$ cat config.mk
export PLATFORM = sky130hd
export DESIGN_NAME = nios_mtl_sysinfo_qsys_flat
export DESIGN_NICKNAME = d
export VERILOG_FILES = /design/src/rtl/nios_mtl_sysinfo_pkg.sv /design/src/rtl/nios_mtl_sysinfo_if.sv /design/src/rtl/nios_mtl_sysinfo_rdpipe.sv /design/src/rtl/nios_mtl_sysinfo_qsys.sv /design/src/flat_wrapper.sv
export SDC_FILE = /design/constraint.sdc
export NUM_CORES = 1
export LEC_CHECK = 0
export ABC_AREA = 1
export ABC_CLOCK_PERIOD_IN_PS = 1900
export CAP_MARGIN = 20
export CORE_AREA = 2 2 130 132
export DETAILED_ROUTE_END_ITERATION = 10
export DIE_AREA = 0 0 132 134
export MAX_ROUTING_LAYER = met4
export PLACE_DENSITY = 0.73
export SYNTH_ARGS = -nofsm -noshare
export SYNTH_HDL_FRONTEND = slang
export SYNTH_SLANG_ARGS = --single-unit
$ cat constraint.sdc
create_clock -name clock -period 1.9 [get_ports clock]
set_input_delay 0.475 -clock clock [delete_from_list [all_inputs] [get_ports clock]]
set_output_delay 0.475 -clock clock [all_outputs]
set_load 0.1 [all_outputs]
$ cat src/rtl/nios_mtl_sysinfo_pkg.sv
// -----------------------------------------------------------------------------
// nios_mtl_sysinfo_pkg
//   Shared definitions for the system-information slave: the word-address map,
//   the layout version reported in the CAPS word, the value returned for
//   unmapped reads, the decoded register-select enum and small helper
//   functions for decode, CAPS assembly and byte-lane merging.
// -----------------------------------------------------------------------------
package nios_mtl_sysinfo_pkg;

  // Word-address map.
  localparam logic [31:0] ADDR_ID        = 32'd0;
  localparam logic [31:0] ADDR_TIMESTAMP = 32'd1;
  localparam logic [31:0] ADDR_CAPS      = 32'd2;
  localparam logic [31:0] ADDR_UPTIME_LO = 32'd3;
  localparam logic [31:0] ADDR_UPTIME_HI = 32'd4;
  localparam logic [31:0] ADDR_SCRATCH   = 32'd5;
  localparam logic [31:0] ADDR_USER0     = 32'd6;

  // Register-map layout version, top byte of the CAPS word.
  localparam logic [7:0]  SYSINFO_VERSION = 8'h02;

  // Value returned for any address outside the map.
  localparam logic [31:0] UNMAPPED_DATA = 32'h0000_0000;

  // Which register an address selects.
  typedef enum logic [2:0] {
    SEL_ID,
    SEL_TIMESTAMP,
    SEL_CAPS,
    SEL_UPTIME_LO,
    SEL_UPTIME_HI,
    SEL_SCRATCH,
    SEL_USER,
    SEL_NONE
  } reg_sel_e;

  // Map a zero-extended word address onto a register select.
  function automatic reg_sel_e decode_addr(input logic [31:0] addr,
                                           input int unsigned num_user);
    reg_sel_e sel;
    if (addr == ADDR_ID)                sel = SEL_ID;
    else if (addr == ADDR_TIMESTAMP)    sel = SEL_TIMESTAMP;
    else if (addr == ADDR_CAPS)         sel = SEL_CAPS;
    else if (addr == ADDR_UPTIME_LO)    sel = SEL_UPTIME_LO;
    else if (addr == ADDR_UPTIME_HI)    sel = SEL_UPTIME_HI;
    else if (addr == ADDR_SCRATCH)      sel = SEL_SCRATCH;
    else if ((addr >= ADDR_USER0) && (addr < (ADDR_USER0 + num_user)))
                                        sel = SEL_USER;
    else                                sel = SEL_NONE;
    return sel;
  endfunction

  // CAPS = {version, NUM_USER, READ_LATENCY, ADDR_W}, one byte each.
  function automatic logic [31:0] caps_word(input int unsigned num_user,
                                            input int unsigned read_latency,
                                            input int unsigned addr_w);
    return {SYSINFO_VERSION, 8'(num_user), 8'(read_latency), 8'(addr_w)};
  endfunction

  // Replace only the byte lanes whose enable bit is set.
  function automatic logic [31:0] merge_bytes(input logic [31:0] old_word,
                                              input logic [31:0] new_word,
                                              input logic [3:0]  byte_en);
    logic [31:0] merged;
    merged = old_word;
    for (int b = 0; b < 4; b++) begin
      if (byte_en[b]) merged[b*8 +: 8] = new_word[b*8 +: 8];
    end
    return merged;
  endfunction

endpackage

$ cat src/rtl/nios_mtl_sysinfo_if.sv
// -----------------------------------------------------------------------------
// nios_mtl_sysinfo_if
//   Avalon-MM slave bus of the system-information block (no waitrequest).
//   master : drives address/read/write/writedata/byteenable,
//            receives readdata/readdatavalid.
//   slave  : the opposite direction.
// -----------------------------------------------------------------------------
interface nios_mtl_sysinfo_if #(
  parameter int unsigned ADDR_W = 4
) ();

  logic [ADDR_W-1:0] address;
  logic              read;
  logic              write;
  logic [31:0]       writedata;
  logic [3:0]        byteenable;
  logic [31:0]       readdata;
  logic              readdatavalid;

  modport master (
    output address, read, write, writedata, byteenable,
    input  readdata, readdatavalid
  );

  modport slave (
    input  address, read, write, writedata, byteenable,
    output readdata, readdatavalid
  );

endinterface

$ cat src/rtl/nios_mtl_sysinfo_rdpipe.sv
// -----------------------------------------------------------------------------
// nios_mtl_sysinfo_rdpipe
//   Fixed-latency read-return pipeline: LATENCY stages of valid/data. A word
//   presented with valid_i at edge N leaves on valid_o/data_o in the cycle
//   after edge N+LATENCY-1. Each data stage only loads when the word entering
//   it is valid, so data_o holds the last returned word between pulses.
//   Asynchronous clear discards everything in flight.
//
//   clock, reset_n   : clock, asynchronous active-low clear
//   valid_i, data_i  : read accepted this cycle and its sampled data
//   valid_o, data_o  : one-cycle return pulse and held return data
// -----------------------------------------------------------------------------
module nios_mtl_sysinfo_rdpipe #(
  parameter int unsigned LATENCY = 1,
  parameter int unsigned DATA_W  = 32
) (
  input  logic              clock,
  input  logic              reset_n,
  input  logic              valid_i,
  input  logic [DATA_W-1:0] data_i,
  output logic              valid_o,
  output logic [DATA_W-1:0] data_o
);

  logic [LATENCY-1:0] valid_q;
  logic [DATA_W-1:0]  data_q [LATENCY];

  // NOTE: the data stages are reset as well as the valid bits; the stage array
  // is tiny and the visible readdata must read back as zero out of reset.
  always_ff @(posedge clock or negedge reset_n) begin
    if (!reset_n) begin
      valid_q <= '0;
      for (int i = 0; i < LATENCY; i++) data_q[i] <= '0;
    end else begin
      valid_q[0] <= valid_i;
      if (valid_i) data_q[0] <= data_i;
      for (int i = 1; i < LATENCY; i++) begin
        valid_q[i] <= valid_q[i-1];
        if (valid_q[i-1]) data_q[i] <= data_q[i-1];
      end
    end
  end

  assign valid_o = valid_q[LATENCY-1];
  assign data_o  = data_q[LATENCY-1];

endmodule

$ cat src/rtl/nios_mtl_sysinfo_qsys.sv
// -----------------------------------------------------------------------------
// nios_mtl_sysinfo_qsys
//   System-information Avalon-MM slave. Serves SYSTEM_ID, TIMESTAMP, a CAPS
//   word, a free-running 64-bit uptime counter (LO read snapshots HI), a
//   byte-writable SCRATCH register and NUM_USER constant user words. Reads are
//   accepted every cycle and returned after READ_LATENCY cycles with a
//   readdatavalid pulse.
//
//   clock    : sole clock, rising edge
//   reset_n  : asynchronous active-low reset
//   bus      : slave side of nios_mtl_sysinfo_if (address, read, write,
//              writedata, byteenable in; readdata, readdatavalid out)
// -----------------------------------------------------------------------------
module nios_mtl_sysinfo_qsys
  import nios_mtl_sysinfo_pkg::*;
#(
  parameter logic [31:0] SYSTEM_ID    = 32'h0000_0000,
  parameter logic [31:0] TIMESTAMP    = 32'd1459350768,
  parameter int unsigned ADDR_W       = 4,
  parameter int unsigned NUM_USER     = 4,
  // Word k occupies bits [32k+31:32k]; kept at least one word wide so the
  // vector stays legal when NUM_USER is 0.
  parameter logic [((NUM_USER > 0) ? NUM_USER : 1)*32-1:0] USER_WORDS = '0,
  parameter int unsigned READ_LATENCY = 1
) (
  input  logic              clock,
  input  logic              reset_n,
  nios_mtl_sysinfo_if.slave bus
);

  localparam logic [31:0] CAPS_VALUE = caps_word(NUM_USER, READ_LATENCY, ADDR_W);

  // ---------------------------------------------------------------------------
  // Address decode
  // ---------------------------------------------------------------------------
  logic [31:0] word_addr;
  reg_sel_e    sel;
  logic [31:0] user_word;
  logic [31:0] rd_data;

  assign word_addr = 32'(bus.address);
  assign sel       = decode_addr(word_addr, NUM_USER);

  // NOTE: every variable written in an always_comb gets a default first, so no
  // path leaves it unassigned and no latch is inferred.
  always_comb begin
    user_word = UNMAPPED_DATA;
    for (int k = 0; k < NUM_USER; k++) begin
      if (word_addr == (ADDR_USER0 + 32'(k))) user_word = USER_WORDS[k*32 +: 32];
    end
  end

  // ---------------------------------------------------------------------------
  // State: uptime counter, HI snapshot, scratch
  // ---------------------------------------------------------------------------
  logic [63:0] uptime_q,   uptime_d;
  logic [31:0] snapshot_q, snapshot_d;
  logic [31:0] scratch_q,  scratch_d;

  // Read data is sampled from the current (pre-edge) register values, so a
  // read accepted together with a SCRATCH write returns the old value and the
  // LO read and snapshot load see the same counter value.
  always_comb begin
    rd_data = UNMAPPED_DATA;
    case (sel)
      SEL_ID:        rd_data = SYSTEM_ID;
      SEL_TIMESTAMP: rd_data = TIMESTAMP;
      SEL_CAPS:      rd_data = CAPS_VALUE;
      SEL_UPTIME_LO: rd_data = uptime_q[31:0];
      SEL_UPTIME_HI: rd_data = snapshot_q;
      SEL_SCRATCH:   rd_data = scratch_q;
      SEL_USER:      rd_data = user_word;
      default:       rd_data = UNMAPPED_DATA;
    endcase
  end

  always_comb begin
    uptime_d   = uptime_q + 64'd1;  // wraps silently at 2^64-1
    snapshot_d = snapshot_q;
    scratch_d  = scratch_q;
    if (bus.read && (sel == SEL_UPTIME_LO)) snapshot_d = uptime_q[63:32];
    // A read in the same cycle takes priority and the write is dropped.
    if (bus.write && !bus.read && (sel == SEL_SCRATCH)) begin
      scratch_d = merge_bytes(scratch_q, bus.writedata, bus.byteenable);
    end
  end

  // NOTE: sequential state is updated with non-blocking assignments so every
  // register samples pre-edge values regardless of statement order.
  always_ff @(posedge clock or negedge reset_n) begin
    if (!reset_n) begin
      uptime_q   <= '0;
      snapshot_q <= '0;
      scratch_q  <= '0;
    end else begin
      uptime_q   <= uptime_d;
      snapshot_q <= snapshot_d;
      scratch_q  <= scratch_d;
    end
  end

  // ---------------------------------------------------------------------------
  // Read return pipeline
  // ---------------------------------------------------------------------------
  logic        pipe_valid;
  logic [31:0] pipe_data;

  nios_mtl_sysinfo_rdpipe #(
    .LATENCY (READ_LATENCY),
    .DATA_W  (32)
  ) u_rdpipe (
    .clock   (clock),
    .reset_n (reset_n),
    .valid_i (bus.read),
    .data_i  (rd_data),
    .valid_o (pipe_valid),
    .data_o  (pipe_data)
  );

  assign bus.readdatavalid = pipe_valid;
  assign bus.readdata      = pipe_data;

endmodule
$ cat src/flat_wrapper.sv
// flat-port wrapper written by rule: the top's interface ports become plain ports
module nios_mtl_sysinfo_qsys_flat import nios_mtl_sysinfo_pkg::*;
#(
  parameter logic [31:0] SYSTEM_ID    = 32'h0000_0000,
  parameter logic [31:0] TIMESTAMP    = 32'd1459350768,
  parameter int unsigned ADDR_W       = 4,
  parameter int unsigned NUM_USER     = 4,
                                                                          
                                           
  parameter logic [((NUM_USER > 0) ? NUM_USER : 1)*32-1:0] USER_WORDS = '0,
  parameter int unsigned READ_LATENCY = 1
)
  (clock, reset_n, bus_address, bus_read, bus_write, bus_writedata, bus_byteenable, bus_readdata, bus_readdatavalid);
  nios_mtl_sysinfo_if #(.ADDR_W(ADDR_W)) bus_i ();
  input  logic clock;
  input  logic reset_n;
  input wire logic [$bits(bus_i.address)-1:0] bus_address;
  input wire logic [$bits(bus_i.read)-1:0] bus_read;
  input wire logic [$bits(bus_i.write)-1:0] bus_write;
  input wire logic [$bits(bus_i.writedata)-1:0] bus_writedata;
  input wire logic [$bits(bus_i.byteenable)-1:0] bus_byteenable;
  output wire logic [$bits(bus_i.readdata)-1:0] bus_readdata;
  output wire logic [$bits(bus_i.readdatavalid)-1:0] bus_readdatavalid;
  assign bus_i.address = bus_address;
  assign bus_i.read = bus_read;
  assign bus_i.write = bus_write;
  assign bus_i.writedata = bus_writedata;
  assign bus_i.byteenable = bus_byteenable;
  assign bus_readdata = bus_i.readdata;
  assign bus_readdatavalid = bus_i.readdatavalid;
  nios_mtl_sysinfo_qsys #(.SYSTEM_ID(SYSTEM_ID), .TIMESTAMP(TIMESTAMP), .ADDR_W(ADDR_W), .NUM_USER(NUM_USER), .USER_WORDS(USER_WORDS), .READ_LATENCY(READ_LATENCY)) u_core (.clock(clock), .reset_n(reset_n), .bus(bus_i));
endmodule
; ---- Word-level counts from Yosys, hierarchy flattened
; Index checks and enable logic that the tools add are counted.
[classes]
n_bitwise = 0
reduce_logical = 10
n_eq_ne = 10
multipliers = 0
magnitude_cmp = 2
mux = 8
shift = 0
add_sub_neg = 1
div_mod_pow = 0
[op_table]
columns = cell, n
row1 = 32-bit one-hot mux with 5 select lines, 1
row2 = 64-bit by 1-bit adder with 64-bit output (second input constant), 1
row3 = 32-bit zero test, 1
row4 = 3-bit two-way mux, 6
row5 = 4-bit by 2-bit == test with 1-bit output (second input constant), 2
row6 = 4-bit by 3-bit == test with 1-bit output (second input constant), 2
row7 = 2-bit AND reduction, 4
row8 = 3-bit by 2-bit == test with 1-bit output (second input constant), 2
row9 = 3-bit == test (second input constant), 2
row10 = 4-bit by 1-bit == test with 1-bit output (second input constant), 1
row11 = 4-bit by 3-bit greater-or-equal comparator with 1-bit output (second input constant), 1
row12 = 1-bit logical AND, 4
row13 = 4-bit less-than comparator (second input constant), 1
row14 = 3-bit by 1-bit == test with 1-bit output (second input constant), 1
row15 = 1-bit zero test, 1
row16 = 1-bit two-way mux, 1
[word_totals]
out_inout_bits = 33
reg_bits = 161
ramBits = 0
rom_bits = 0
latchBits = 0
memories = 0

; ---- Logic depth before layout (Yosys ltp)
[logic_depth]
depth_word = 12
mapped_depth = 10
ltp_nobuf = 9

; ---- Modules after synthesis
; Synthesis repeated with hierarchy kept, for this count alone.
[hier_totals]
cells_unflattened = 1039
area_unflattened_um2 = 8082.8
[by_module_without_submodules]
columns = mod, seq_area_each_um2, instances, area_per_inst_um2, cells_per_inst
row1 = nios_mtl_sysinfo_qsys, 3203.1, 1, 6765.2, 902
row2 = nios_mtl_sysinfo_rdpipe, 825.8, 1, 1317.5, 137

; ---- Least setup slack after synthesis
; OpenSTA, ideal clock, no wires.
[synth_path]
path_type = reg2reg
from = reg u_core.uptime_q[0]
to = reg u_core.uptime_q[56]
n_path_buf = 0
required_ns = 1.777
slack_ns = 0.399
t_arrival_ns = 1.378
path_stages_with_launch = 9
path_cell_list = dfrtp_1 ha_1 nand3_1 inv_1 nand2_1 inv_1 nand2_1 o21ai_0 nand2_1
[synth_via]
elab_chain_cells = 1
[synth_lines]
columns = element, line_no
row1 = "start, declared", nios_mtl_sysinfo_qsys.sv:56  ; logic [63:0] uptime_q, uptime_d;
row2 = "start signal, assigned", nios_mtl_sysinfo_qsys.sv:96  ; uptime_q <= uptime_d;
row3 = 64-bit by 1-bit adder with 64-bit output, nios_mtl_sysinfo_qsys.sv:78  ; uptime_d = uptime_q + 64'd1;
row4 = named net u_core.uptime_d[56], nios_mtl_sysinfo_qsys.sv:56
; The timed path passes the listed nets, and every way through them passes these cells.
; A chain may end at the register's enable or synchronous reset.

; ---- Final worst setup path
[layout_path]
from = reg u_core.uptime_q[0]
to = reg u_core.uptime_q[32]
; Same word-level chain as after synthesis.

==> impl_metrics.py <==
metrics = {
    "route": {
        "first_pass_iters": 5,
        "via_count": 7327,
        "drc": 0,
        "wl_um": 23770,
        "ant_nets": 0,
        "viasPerCell": 5.230,
        "first_iter_violations": 691,
        "wl_per_cell_um": 16.97,
    },
    "power": {
        "power_density_nw_per_um2": 787.4,
        "vdd_drop_max_v": 0.0006188,
        "p_leak_nw": 4.619,
    },
    "grt": {
        "grt_pass1_vias": 7168,
        "grt-ovfl-total": 0,
        "grt_max_degree": 65,
        "grt_pass1_wl_um": 38370,
        "grt_usage": 0.2905,
        "antenna_found_initial": 0,
    },
    "critical_path": {
        "path_max_fanout": 5,
        "required_ps": 2230,
        "worstSetupPathType": "reg2reg",
        "cp-start-kind": "flip-flop",
        "end_kind": "flip-flop",
        "critPathArrivalTime_ps": 2130,
    },
    "yosys": {
        "synth.top_cells.by_area": "dfrtp_1 51%, nand2_1 22%, nand3_1 6.0%, nor2_1 5.9%, o21ai_0 3.1%",
        "synth_cell_type_count": 21,
        "synth-seq-cells": 161,
        "synthCells": 1067,
        "synth_adder_area_share": 0.001573,
        "synth-simple-area-share": 0.3821,
        "ys.flop_type": "dfrtp_1",
        "syn_area_um2": 7956,
        "synth_compound_area_frac": 0.03302,
        "yosys.area.top_type": "dfrtp_1",
        "synth_commonest_cells": "469 x nand2_1, 161 x dfrtp_1, 125 x nor2_1",
        "synth_top_area_share": 0.5064,
        "synth_edf_count": 0,
        "postSynthAreaPerCell_um2": 7.457,
        "yosysSeqAreaShare": 0.5064,
        "yosysMostFrequentCell": "nand2_1",
        "ys_warn_count": 0,
        "async_reset_ff_frac": 1.000,
        "synth_top_family_by_area": "simple AND/OR/NAND/NOR gates",
        "synth_fp_nets": 1112,
        "synthMuxAreaShare": 0,
        "synth_xor_area_frac": 0.03633,
    },
    "clock_tree": {
        "cts_sinks": 161,
        "cts.root.buffer_cell": "clkbuf_16",
        "postCtsSetupBuffers": 0,
        "cts-buffers-inserted": 17,
        "tritoncts": "built",
        "path_clk_slew_ps": 70,
        "clkLatencyLatePin_ps": 440,
        "htreeDepth": 4,
        "clk_path_buf_depth": 2,
    },
    "sta": {
        "drv_slew": 0,
        "final_hold_viol_count": 0,
        "fin_tns_setup_ps": 0,
        "timing.slew.headroom": 0.6984,
        "setup_viol": 0,
        "period_minus_slack_ps": 1802,
        "holdWs_ps": 487.3,
        "rsz0062_at_grt": "false",
        "worstMarginPinSlew_ps": 452.4,
        "fin_crit_sh": 0.9485,
        "finClkSkew_ps": 7.313,
        "max_freq_mhz": 554.9,
    },
    "placed_design": {
        "io_buffers": 76,
        "placed_cell_area_um2": 9577,
        "place_inst": 1368,
        "routabilityCongestion": 0.9381,
        "hpwl_um": 18400,
    },
    "cells_and_area": {
        "final_area_um2": 10220,
        "nFillCells": 1453,
        "instances_no_fill": 1401,
        "antennaDiodeCount": 0,
        "layout.nets": 1213,
        "syn_to_final_growth_pct": 28.40,
        "utilization": 0.6272,
        "drive_gt1_frac": 0.1025,
    },
    "floorplan": {
        "die_area_um2": 17690,
        "io_pins": 77,
        "die_x_um": 132,
        "rows": 47,
        "die_h_um": 134,
        "start_util": 0.4884,
        "core_region_area_um2": 16290,
    },
    "status": {
        "run_status": "finished clean",
    },
    "flow_run": {
        "maxCapViolCount": 0,
    },
    "worst_hold_path": {
        "hold_class": "reg2reg",
    },
}
cell families (layout without fill, tap and decap cells):
family                   after synthesis  count (layout)
flip-flops                           161             161
buffers and inverters                 82             196
AND/OR/NAND/NOR                      738             738
AO/OA/AOI/OAI                         52              52
XOR/XNOR                              33              33
adder cells (fa/ha/maj)                1               1
worst paths after layout:
check,startpoint,to,slack (ps),depth (start not counted)
min,u_core.scratch_q[20],u_core.scratch_q[20],490,2
max in group asynchronous,reset_n,u_core.uptime_q[43],800,3
min in group asynchronous,reset_n,u_core.snapshot_q[2],530,2
min reg2reg,u_core.scratch_q[20],u_core.scratch_q[20],490,2
max reg2reg,u_core.uptime_q[0],u_core.uptime_q[32],100,7
max,u_core.uptime_q[0],u_core.uptime_q[32],100,7
metrics by stage:
step           worst slack, ps  power, mW
2_1_floorplan            399.3      4.036
3_3_place_gp            -123.4      4.436
3_5_place_dp            -161.9      4.445
4_1_cts                  130.2      8.083
5_1_grt                  4.789      8.292
6_report                 97.78      8.044
layout make-up:
class	count	area, µm²	share of cell area
multi-input cells	824	3610	0.3533
clock inverters	13	173.9	0.01702
flip-flops and latches	161	4029	0.3944
clock buffers	19	452.9	0.04434
inverters	48	180.2	0.01764
repair buffers	116	1495	0.1464
well taps	220	275.3	0.02694
worst max-delay path: stages, from the launching register on:
cell     delay [ps]
dfrtp_1         440
ha_1            210
nand3_1         120
inv_1           100
nand2_1         160
nor2_2          340
nand2_1         150
xor2_1          160
metal layers:
layer,GRT usage,up-vias,routed length (µm)
met4,0.08998,0,463
met1,0.3962,3456,11090
met2,0.4413,242,10880
met5,-,-,0
met3,0.05820,35,1341
li1,-,3594,-
flip-flops by register name, summed over array words and instances (netlist names):
signal and flops:
u_core.u_rdpipe.data_o 32, u_core.snapshot_q 32, u_core.scratch_q 32, u_core.u_rdpipe.valid_o 1
u_core.uptime_q 64
repair_timing:
action	4_1_cts	5_1_grt
gates resized for setup	0	1
hold buffers	1	0
endpoints found under the hold margin	33	0
setup endpoints to repair	0	1
report_power, final:
group          leakage (nW)  switching [mW]  internal, mW
clock                 0.296            1.49          2.16
combinational          2.12           0.451         0.280
sequential             2.20           0.103          3.55
layout by cell type, fill, tap and decap left out, drive strengths merged:
| cell type | count |
|---|---|
| ha | 1 |
| o21bai | 1 |
| buf | 73 |
| bufinv | 3 |
| nor2 | 137 |
| clkinv | 1 |
| nand3 | 95 |
| clkbuf | 19 |
| dfrtp | 161 |
| nand4 | 34 |
| nor3 | 1 |
| clkinvlp | 4 |
| xnor2 | 19 |
| o21ai | 51 |
| nand2 | 471 |
| xor2 | 14 |
| inv | 53 |
| dlygate4sd3 | 1 |
| clkdlybuf4s50 | 42 |
(Power assumes the default switching activity.)
==> patch, RTL diff (same flow settings) <==
`TIMESTAMP` is set to 32'd1459350768 in 2 places; all go to 32'd729675384.
--- a/src/rtl/nios_mtl_sysinfo_qsys.sv
+++ b/src/rtl/nios_mtl_sysinfo_qsys.sv
@@ -15,7 +15,7 @@
   import nios_mtl_sysinfo_pkg::*;
 #(
   parameter logic [31:0] SYSTEM_ID    = 32'h0000_0000,
-  parameter logic [31:0] TIMESTAMP    = 32'd1459350768,
+  parameter logic [31:0] TIMESTAMP    = 32'd729675384,
   parameter int unsigned ADDR_W       = 4,
   parameter int unsigned NUM_USER     = 4,
   // Word k occupies bits [32k+31:32k]; kept at least one word wide so the
--- a/src/flat_wrapper.sv
+++ b/src/flat_wrapper.sv
@@ -2,7 +2,7 @@
 module nios_mtl_sysinfo_qsys_flat import nios_mtl_sysinfo_pkg::*;
 #(
   parameter logic [31:0] SYSTEM_ID    = 32'h0000_0000,
-  parameter logic [31:0] TIMESTAMP    = 32'd1459350768,
+  parameter logic [31:0] TIMESTAMP    = 32'd729675384,
   parameter int unsigned ADDR_W       = 4,
   parameter int unsigned NUM_USER     = 4,
                                                                           
Check against the original RTL: not equivalent (a bounded check fails within 4 cycles, from zero or initial values and one cycle with reset_n low).
==> patch against the unedited design <==
- critical path type unchanged
- wire length increased by 2.5%
- non-clock buffer count unchanged
- synthesized area is essentially flat
- worst setup slack better by 0.015 ns
- highest routed layer unchanged
- clock power down 4%
- sequential cell count unchanged
- clock skew rose by 0.0039 ns
- power shrank 1.5%
- critical path depth is 1 higher
- design area increased by 0.51%
- die area did not move
- largest cell class unchanged
==> patch: results (changes against the unedited design) <==
number of nets at the end of the flow: 1,219 (+0.49%)
XOR/XNOR Fraction of Synth Area: 0.03411 (-0.002218)
share of final-layout standard cells stronger than drive strength 1: 0.1053 (+0.002852)
Tightest Hold Check Type: flop to flop
clock tree buffer depth: 2 (unchanged)
Wirelength per Cell: 17.31 um (+2.0%)
Final Hold Slack: 0.4767 ns (-0.01061 ns)
sum of net half-perimeters after detailed placement: 18,610 um (+1.2%)
number of global-route vias before repair: 7,160 (-0.11%)
P_leak: 0.004605 uW (-0.31%)
maximum net fanout on the critical path: 5 (unchanged)
register-to-register setup slack: 0.11 ns (+0.02 ns)
number of cells on the worst reg-to-reg path: 8 (+1)
hold path start: u_core.scratch_q[1]
warning count from the yosys run: 0 (unchanged)
post-synthesis sequential area ratio: 0.5061 (about the same)
ys async rst share: 1.000 (unchanged)
cell family contributing the most delay on the critical path: simple AND/OR/NAND/NOR gates
worst vdd rail ir drop: 0.0006456 V (+4.3%)
worst-path cell with the longest stage delay: dfrtp_1
antenna violations before repair: 0 (unchanged)
first-pass GRT wire length: 39,020 um (+1.7%)
register with the highest flop count: u_core.uptime_q
startpoint of the most critical register-to-register path: u_core.uptime_q[1]
Compound-Gate Fraction of Synth Area: 0.03144 (-0.001587)
gpl congestion: 0.9914 (+5.7%)
switching power summed over all nets: 2042 uW (-0.28%)
run status: complete, no violations
Largest register FFs: 64 (unchanged)
max-slew headroom at the worst pin: 0.7140 (+0.01556)
cell area after placement: 9638 um^2 (+0.64%)
reg-to-reg critical path endpoint: u_core.uptime_q[58]
net count after synthesis: 1,118 (+0.54%)
biggest area contributors in the synthesized netlist: dfrtp_1 (51%), nand2_1 (22%), nor2_1 (6.3%)
Worst Skew: 0.01122 ns (+0.003907 ns)
number of buffer cells added on primary ports: 76 (unchanged)
Total Routing Usage GR: 0.2952 (+0.004665)
maximum number of pins on one net before global-route repair: 39 (-40%)
arithmetic-cell share of the synthesized area counting full adders, half adders and majority gates: 0.001572 (about the same)
Iter 0 DRT Violations: 603 (-13%)
endpoint of the worst hold-timing path: u_core.scratch_q[1]
clk slew on worst S/H paths: 0.06 ns
CP arrival: 2.10 ns (-0.03 ns)
vias per cell: 5.314 (+1.6%)
Post-synth top cells: nand2_1 (476), dfrtp_1 (161), nor2_1 (133)
library cells used by synthesis: 21 (unchanged)
## patch: logic make-up after synthesis
family	Yosys count
XOR/XNOR	31
AND/OR/NAND/NOR	753
AO/OA/AOI/OAI	50
buffers and inverters	77
adder cells (fa/ha/maj)	1
flip-flops	161
## patch: metrics by stage
step	total power [uW]	worst slack, ns	std cells	setup TNS [ns]
floorplan	4041	0.2812	1073	0
global placement	4450	-0.1361	1374	-6.142
detailed placement	4459	-0.2148	1374	-8.849
CTS	7976	0.08482	1407	0
global route	8180	0.002476	1407	0
finish	7926	0.1130	1407	0
## patch: timing repair
item / CTS / global route
buffers inserted: 0 / 0
gates resized for setup: 0 / 5
endpoints found under the hold margin: 34 / 0
setup endpoints to repair: 0 / 6
hold buffers: 1 / 0
## patch: worst max-delay path by stage
stage	from	endpoint	slack (ns)	depth (start not counted)
floorplan	u_core.uptime_q[0]	u_core.uptime_q[32]	0.28	7
global placement	bus_address[0]	u_core.scratch_q[14]	-0.14	11
detailed placement	bus_address[0]	u_core.scratch_q[6]	-0.21	11
CTS	u_core.uptime_q[1]	u_core.uptime_q[48]	0.08	8
global route	u_core.uptime_q[21]	u_core.uptime_q[56]	0.002	7
finish	u_core.uptime_q[1]	u_core.uptime_q[58]	0.11	8
## patch: cell type report
cell class                      instances  area, um^2
Inverter                               43       161.4
Clock inverter                         12       146.4
Tap cell                              220       275.3
Timing Repair Buffer                  116        1558
Clock buffer                           20       456.7
Multi-Input combinational cell        835        3642
Fill cell                            1455        6021
Sequential cell                       161        4029
## patch: power groups by stage
stage                     Sequential [uW]  Clock [uW]  Combinational, uW
final                                3660        3520                748
after floorplan                      3860           0                182
after CTS                            3650        3570                756
after global routing                 3670        3710                808
after detailed placement             3710           0                752
after global placement               3710           0                737
## patch: metal layers
metal | up-vias | track usage | part of all wire
met5 | - | - | 0
met4 | 0 | 0.08092 | 0.023
met3 | 35 | 0.06198 | 0.065
met2 | 245 | 0.4395 | 0.45
met1 | 3574 | 0.4126 | 0.46
li1 | 3623 | - | -
## patch: tightest hold or removal path: cells and delay by family, from the launching register on
family | cells | cell delay (ns)
DFF | 1 | 0.35
and+or+nand+nor | 2 | 0.10
